===== config.mk =====
export PLATFORM = sky130hd
export DESIGN_NAME = des_byte_io
export DESIGN_NICKNAME = d
export VERILOG_FILES = /design/src/rtl/des_io_pkg.sv /design/src/rtl/des_beat_shifter.sv /design/src/rtl/des_byte_io.sv
export SDC_FILE = /design/constraint.sdc
export NUM_CORES = 1
export LEC_CHECK = 0
export ABC_AREA = 0
export CAP_MARGIN = 20
export CORE_MARGIN = 2
export CORE_UTILIZATION = 55
export CTS_CLUSTER_DIAMETER = 30
export DETAILED_ROUTE_END_ITERATION = 8
export PLACE_DENSITY = 0.84
export SLEW_MARGIN = 20
export SYNTH_ARGS = -nofsm -noshare
export SYNTH_HDL_FRONTEND = slang
export SYNTH_SLANG_ARGS = --single-unit

===== constraint.sdc =====
create_clock -name clk -period 4.13 [get_ports clk]
set_input_delay 0.413 -clock clk [delete_from_list [all_inputs] [get_ports clk]]
set_output_delay 0.413 -clock clk [all_outputs]
set_load 0.005 [all_outputs]

===== src/rtl/des_io_pkg.sv =====
// Shared definitions for the DES byte-serial front end.
// Latency: n/a (types, constants and a width helper only).
// Backpressure: n/a.
package des_io_pkg;

  localparam int BLOCK_W = 64;

  typedef enum logic [1:0] {
    ST_IDLE   = 2'd0,
    ST_LAUNCH = 2'd1,
    ST_WAIT   = 2'd2,
    ST_DRAIN  = 2'd3
  } io_state_t;

  // Beat counter width; a single-beat block still gets a 1-bit counter.
  function automatic int cnt_width(input int beats);
    return (beats > 1) ? $clog2(beats) : 1;
  endfunction

endpackage


===== src/rtl/des_beat_shifter.sv =====
// Assembles a 64-bit block from IO_W-bit beats, MSB beat first.
// Latency: 'block' is combinational and complete in the cycle 'last' is high.
// Backpressure: none here; the parent qualifies 'take' with its own ready.
//
// Ports:
//   clk, rst   - clock, synchronous active-high reset
//   beat, take - beat data and accept strobe (already qualified by ready)
//   first      - beat counter is at zero (no partial block held)
//   last       - this accepted beat completes the block
//   block      - held beats concatenated with the current beat
module des_beat_shifter
  import des_io_pkg::*;
#(
  parameter int  IO_W  = 8,
  localparam int BEATS = BLOCK_W / IO_W,
  localparam int CNT_W = cnt_width(BEATS)
) (
  input  logic               clk,
  input  logic               rst,
  input  logic [IO_W-1:0]    beat,
  input  logic               take,
  output logic               first,
  output logic               last,
  output logic [BLOCK_W-1:0] block
);

  logic [CNT_W-1:0] cnt;

  assign first = (cnt == '0);
  assign last  = take && (cnt == CNT_W'(BEATS - 1));

  always_ff @(posedge clk) begin
    if (rst) begin
      cnt <= '0;
    end else if (take) begin
      cnt <= last ? '0 : cnt + CNT_W'(1);
    end
  end

  // Only the low BLOCK_W-IO_W bits of the history ever reach a full block;
  // anything older has already been shifted out, so it is not stored.
  if (IO_W == BLOCK_W) begin : g_single
    assign block = beat;
  end else begin : g_multi
    logic [BLOCK_W-IO_W-1:0] sr;

    always_ff @(posedge clk) begin
      if (rst) begin
        sr <= '0;
      end else if (take) begin
        sr <= block[BLOCK_W-IO_W-1:0];
      end
    end

    assign block = {sr, beat};
  end

endmodule


===== src/rtl/des_byte_io.sv =====
// Narrow-beat front end for the DES core: loads key/text blocks, launches the
// core, and serialises the 64-bit result back out MSB beat first.
// Latency: launch 1 cycle after the final text beat; first result beat 1 cycle
// after core_result_valid; BEATS cycles to drain at full rate.
// Backpressure: input beats are dropped unless ready; result_ready low stalls
// the drain indefinitely with result held stable.
//
// Ports:
//   clk, rst                           - clock, synchronous active-high reset
//   key_in/key_valid/key_ready         - key beats (accepted on valid & ready)
//   text_in/text_valid/text_ready      - text beats (key beat wins a tie)
//   decrypt                            - mode, sampled with the final text beat
//   key_loaded, busy                   - status
//   core_key/core_key_valid            - key to the core, 1-cycle pulse
//   core_text/core_text_valid/core_decrypt - block to the core, 1-cycle pulse
//   core_result/core_result_valid      - core output, taken only in WAIT
//   result/result_valid/result_ready   - serialised result beats
module des_byte_io
  import des_io_pkg::*;
#(
  parameter int  IO_W  = 8,
  localparam int BEATS = BLOCK_W / IO_W,
  localparam int CNT_W = cnt_width(BEATS)
) (
  input  logic               clk,
  input  logic               rst,
  input  logic [IO_W-1:0]    key_in,
  input  logic               key_valid,
  output logic               key_ready,
  input  logic [IO_W-1:0]    text_in,
  input  logic               text_valid,
  output logic               text_ready,
  input  logic               decrypt,
  output logic               key_loaded,
  output logic               busy,
  output logic [BLOCK_W-1:0] core_key,
  output logic               core_key_valid,
  output logic [BLOCK_W-1:0] core_text,
  output logic               core_text_valid,
  output logic               core_decrypt,
  input  logic [BLOCK_W-1:0] core_result,
  input  logic               core_result_valid,
  output logic [IO_W-1:0]    result,
  output logic               result_valid,
  input  logic               result_ready
);

  io_state_t state, state_nxt;

  logic               key_take, key_first, key_last;
  logic               text_take, text_first, text_last;
  logic [BLOCK_W-1:0] key_block, text_block;
  logic [BLOCK_W-1:0] out_sr;
  logic [CNT_W-1:0]   out_cnt;
  logic               out_take, out_last;
  logic               idle;

  assign idle = (state == ST_IDLE);

  // Key reload only between blocks: no partial text may be pending. Text needs
  // a loaded key and no partial key, so a key reload cannot be interleaved.
  assign key_ready  = idle && text_first;
  assign text_ready = idle && key_loaded && key_first;
  assign key_take   = key_valid && key_ready;
  assign text_take  = text_valid && text_ready && !key_valid;

  des_beat_shifter #(.IO_W(IO_W)) u_key_shifter (
    .clk   (clk),
    .rst   (rst),
    .beat  (key_in),
    .take  (key_take),
    .first (key_first),
    .last  (key_last),
    .block (key_block)
  );

  des_beat_shifter #(.IO_W(IO_W)) u_text_shifter (
    .clk   (clk),
    .rst   (rst),
    .beat  (text_in),
    .take  (text_take),
    .first (text_first),
    .last  (text_last),
    .block (text_block)
  );

  // Core-facing registers. A key or block is captured only on its final
  // beat, so the core sees stable values while the next one is assembled.
  always_ff @(posedge clk) begin
    if (rst) begin
      key_loaded     <= 1'b0;
      core_key       <= '0;
      core_key_valid <= 1'b0;
      core_text      <= '0;
      core_decrypt   <= 1'b0;
    end else begin
      core_key_valid <= key_last;
      // Final beat takes priority so a single-beat key ends up loaded.
      if (key_last) begin
        core_key   <= key_block;
        key_loaded <= 1'b1;
      end else if (key_take && key_first) begin
        key_loaded <= 1'b0;
      end
      if (text_last) begin
        core_text    <= text_block;
        core_decrypt <= decrypt;
      end
    end
  end

  // Output serialiser. In DRAIN result_valid is always high, so the handshake
  // reduces to result_ready; using it directly keeps the FSM free of loops.
  assign out_take = (state == ST_DRAIN) && result_ready;
  assign out_last = (out_cnt == CNT_W'(BEATS - 1));
  assign result   = out_sr[BLOCK_W-1 -: IO_W];

  always_ff @(posedge clk) begin
    if (rst) begin
      out_sr  <= '0;
      out_cnt <= '0;
    end else if (state == ST_WAIT && core_result_valid) begin
      out_sr  <= core_result;
      out_cnt <= '0;
    end else if (out_take) begin
      out_sr  <= out_sr << IO_W;
      out_cnt <= out_last ? '0 : out_cnt + CNT_W'(1);
    end
  end

  always_ff @(posedge clk) begin
    if (rst) begin
      state <= ST_IDLE;
    end else begin
      state <= state_nxt;
    end
  end

  always_comb begin
    state_nxt       = state;
    busy            = 1'b1;
    core_text_valid = 1'b0;
    result_valid    = 1'b0;
    case (state)
      ST_IDLE: begin
        busy = 1'b0;
        if (text_last) state_nxt = ST_LAUNCH;
      end
      ST_LAUNCH: begin
        core_text_valid = 1'b1;
        state_nxt       = ST_WAIT;
      end
      ST_WAIT: begin
        if (core_result_valid) state_nxt = ST_DRAIN;
      end
      ST_DRAIN: begin
        result_valid = 1'b1;
        if (out_take && out_last) state_nxt = ST_IDLE;
      end
      default: state_nxt = ST_IDLE;
    endcase
  end

endmodule


==> results.md <==
Synth:
- The Yosys step of the flow raised 0 warnings.
- By area the synthesized netlist is led by dfxtp_1 (54%), nand2_1 (18%), a21oi_1 (11%), a311oi_1 (4.2%), nand3_1 (2.4%).
- Ranked by instance count, the synthesized netlist is headed by nand2_1 (550), dfxtp_1 (318), a21oi_1 (251).
- The leading area contributor after synthesis is dfxtp_1.
- The count of state elements after synthesis is roughly 320.
- The share of synthesized area in the top cell type comes to 0.541.
- The flip-flop cell with the highest count after synthesis is dfxtp_1.
- The number of instances in the synthesized netlist is 1,484.
- The synthesized netlist occupies a cell area of between 10,000 and 15,000 sq um.
- The sequential area share after synthesis is 0.541.
- The number of distinct standard cells referenced by the synthesized netlist is 28.
- The number of enable-type register cells in the synthesized netlist is 0.
- Counting flops with an async set or reset pin after synthesis yields a share of 0.
- The most common cell in the synthesized netlist is nand2_1.
- Counting every net in the synthesized netlist gives 1,584.
- The average size of a mapped cell is about 7.9 sq um.

Finish:
- The area growth from synthesis to layout is 34.6%.
- The share of layout cells above drive strength 1 is 0.0650.
- The number of fill cells in the layout is approximately 1,500.
- At the end of the flow, the number of nets in the layout was 1,753.
- The post-route non-filler standard cell count is roughly 2,000.
- Summing all non-filler instances in the final layout gives an area of ~16,000 sq um.
- The number of antenna diodes in the final layout is 0.

Clock tree:
- After clock tree synthesis, the setup repair step added 0 buffers.
- The TritonCTS clock tree is yes.
- The clock slew at the register clock pins of the worst setup and hold paths is approximately 0.050 ns.
- In this run the number of H-tree levels came out at 2.
- The clock net in this run drives a total of 318 sinks.
- After clock tree synthesis, the repair step resized 0 gates.
- Hold repair after CTS inserted 0 buffers.
- For the worst-skew pair, the clock arrives at the later sink with an insertion delay of ~0.53 ns.
- Counting the buffers created by CTS gives 52.
- CTS placed an instance of clkbuf_16 at the clock tree root.
- The clock passes through at most 3 buffers.

Worst setup path:
- Following the worst setup path forward leads to its endpoint at result_valid.
- The worst register-to-register path ends at core_key[25]$_SDFFE_PP0P_.
- The start point of the critical path is state[1]$_SDFFE_PP0P_.
- The type of the worst setup path is flop to output pin.
- STA classifies the critical path endpoint as an output pin.
- The startpoint class of the critical path is a flop.
- The maximum net fanout on the critical path is 60.
- In this run the critical register-to-register path is launched from state[1]$_SDFFE_PP0P_.
- The required time at the endpoint of the critical path is approximately 3.7 ns.
- For flop-to-flop paths, the worst setup slack is 1.66 ns.
- For the worst setup path, the data arrival time is approximately 2.3 ns.
- The worst register-to-register path has a depth of 7.

Status:
- The flow ran to the end, and the final reports show no timing, DRC or antenna violations.

Timing:
- The headroom to the max-slew limit is 0.311.
- For this run, the top clock speed supported by timing is between 300 and 400 MHz.
- The post-layout minimum cycle time is 2.69 ns.
- The tightest hold path in the finished design has a slack of approximately 0.44 ns.
- The number of failing hold endpoints at the final stage is 0.
- The setup skew after layout is 0.0195 ns.
- The slew at the pin closest to its max-slew limit is slightly above 1 ns.
- Setup repair after global routing left no endpoint under its margin.
- Setup total negative slack on the finished layout was measured at 0 ns.
- The final number of max-transition violations is 0.
- In the finished design, the share of the clock period the worst path needs comes to 0.652.
- The count of endpoints failing setup in the final report is 0.

Power and ir drop:
- The fraction of power spent switching nets is 0.198.
- The maximum vdd ir drop is about 0.00044 V.
- In this run the static leakage power is between 0.005 and 0.006 uW.
- Of the total power, combinational logic draws 0.024.
- The power share of the clock group is 0.577.
- The sequential fraction of design power is 0.398.
- The internal portion of the total power is approximately 6200 uW.
- The power density normalized to cell area is slightly below 500 nW/um^2.
- For this design the total switching power over the nets is ~1500 uW.

Floorplanning:
- The row count is 53.
- During I/O placement, the number of pins put on the boundary was 231.
- The die is 150 um tall.
- The area of the die is about 23,000 sq um.
- The starting density of the core is 0.560.
- The die is roughly 150 um wide.
- The core box area is roughly 21,000 sq um.

Detailed routing:
- The number of vias per cell after detailed routing is between 5 and 6.
- In this run, the number of DRC markers left after iteration 0 of detailed routing was slightly below 700.
- The via count is around 11,000.
- The number of nets with antenna violations after routing is 0.
- The number of detailed-routing iterations run before antenna repair is 6.
- Dividing the detail-routed wire length by the instance count gives between 15 and 20 um.
- The total routed wirelength is ~30,000 um.
- The number of remaining DRC errors is 0.

Global routing:
- The first global-routing pass estimated approximately 48,000 um of wire.
- The initial antenna violation count came to 0.
- The combined global-route utilization of all metal layers is 0.260.
- Entering global routing, the biggest net connects 175 pins.
- The via count of the first global-routing pass is 10,200.
- For this run the aggregate overflow at the end of global routing stands at 0.

Place:
- Summing all placed instances gives a cell area of around 14,000 sq um.
- At the end of routability-driven placement, the weighted congestion stood at between 0.8 and 0.9.
- In this run, placement finished with an instance count of ~1,900.
- The sum of net half-perimeters after detailed placement is 17,800 um.
- Port buffering added 230 buffers.

Run:
- The number of maximum-capacitance violations is 0.

Hold path:
- The startpoint identified for the worst hold timing path is decrypt.
- In this run the worst hold path is classified as input pin to flop.
sequential cells by signal (all words and copies together), names as in the netlist:
register                   count
out_cnt                        3
u_key_shifter.g_multi.sr      56
u_text_shifter.cnt             3
out_sr                        64
u_text_shifter.g_multi.sr     56
state                          2
core_decrypt                   1
key_loaded                     1
u_key_shifter.cnt              3
core_key_valid                 1
core_text                     64
core_key                      64
final cells by class:
type / count / area, sq um / area share
sequential: 318 / 6370 / 0.402
multi-input combinational: 1030 / 4820 / 0.305
timing repair buffer: 243 / 2440 / 0.154
clock buffer: 68 / 1430 / 0.0904
clock inverter: 26 / 404 / 0.0255
tap: 275 / 344 / 0.0217
inverter: 8 / 30.0 / 0.00190
worst min-delay path by stage:
stage | cells after the start | to | slack, ns
after floorplan | 2 | core_key[56]$_SDFFE_PP0P_ | 0.43
after global placement | 2 | core_key[63]$_SDFFE_PP0P_ | 0.44
after detailed placement | 2 | core_text[62]$_SDFFE_PP0P_ | 0.44
after CTS | 3 | core_decrypt$_SDFFE_PP0P_ | 0.43
after global routing | 3 | core_decrypt$_SDFFE_PP0P_ | 0.45
final | 3 | core_decrypt$_SDFFE_PP0P_ | 0.44
power by group through the flow:
| stage | registers, uW | clock network [uW] | logic [uW] |
|---|---|---|---|
| final | 3090 | 4480 | 188 |
| after global routing | 3090 | 4680 | 201 |
| after CTS | 3090 | 4540 | 186 |
| after detailed placement | 3150 | 0 | 186 |
| after global placement | 3150 | 0 | 186 |
| after floorplan | 3150 | 0 | 80.1 |
cell usage in the layout (no fill, tap or decap), drive strengths merged, types with 10 or more instances in the layout:
cell type,netlist,final
ha,13,13
a311oi,56,56
dfxtp,318,318
clkbuf,69,68
nand3,56,56
nand2,550,550
clkdlybuf4s50,0,228
bufinv,0,10
inv,8,10
a21oi,251,251
buf,59,15
nor2,67,67
metrics by stage:
step	util	setup slack, ns	total power (uW)
global placement	0.665	1.49	3340
CTS	0.752	1.44	7820
global route	0.753	1.33	7970
floorplan	-	2.41	3230
finish	0.753	1.44	7760
detailed placement	0.665	1.43	3340
worst max-delay path: stages, from the launching register on:
cell,delay (ns)
dfxtp_1,0.38
ha_2,0.23
buf_4,0.52
clkdlybuf4s50_1,0.63
cells by family after synthesis:
kind of cell,synth area share
DFF,0.541
muxes,0.00255
AOI/OAI and AO/OA,0.155
buffers and inverters,0.0524
adders and majority gates,0.0138
and+or+nand+nor,0.235
metal layers:
metal  vias up  part of all wire  GRT usage
met4         0             0.041      0.115
met1      5108              0.41      0.322
met3        92             0.058     0.0539
met2       372              0.49      0.439
li1       5258                 -          -
met5         -                 0          0
Note: power is estimated with default switching activity, not from simulation.
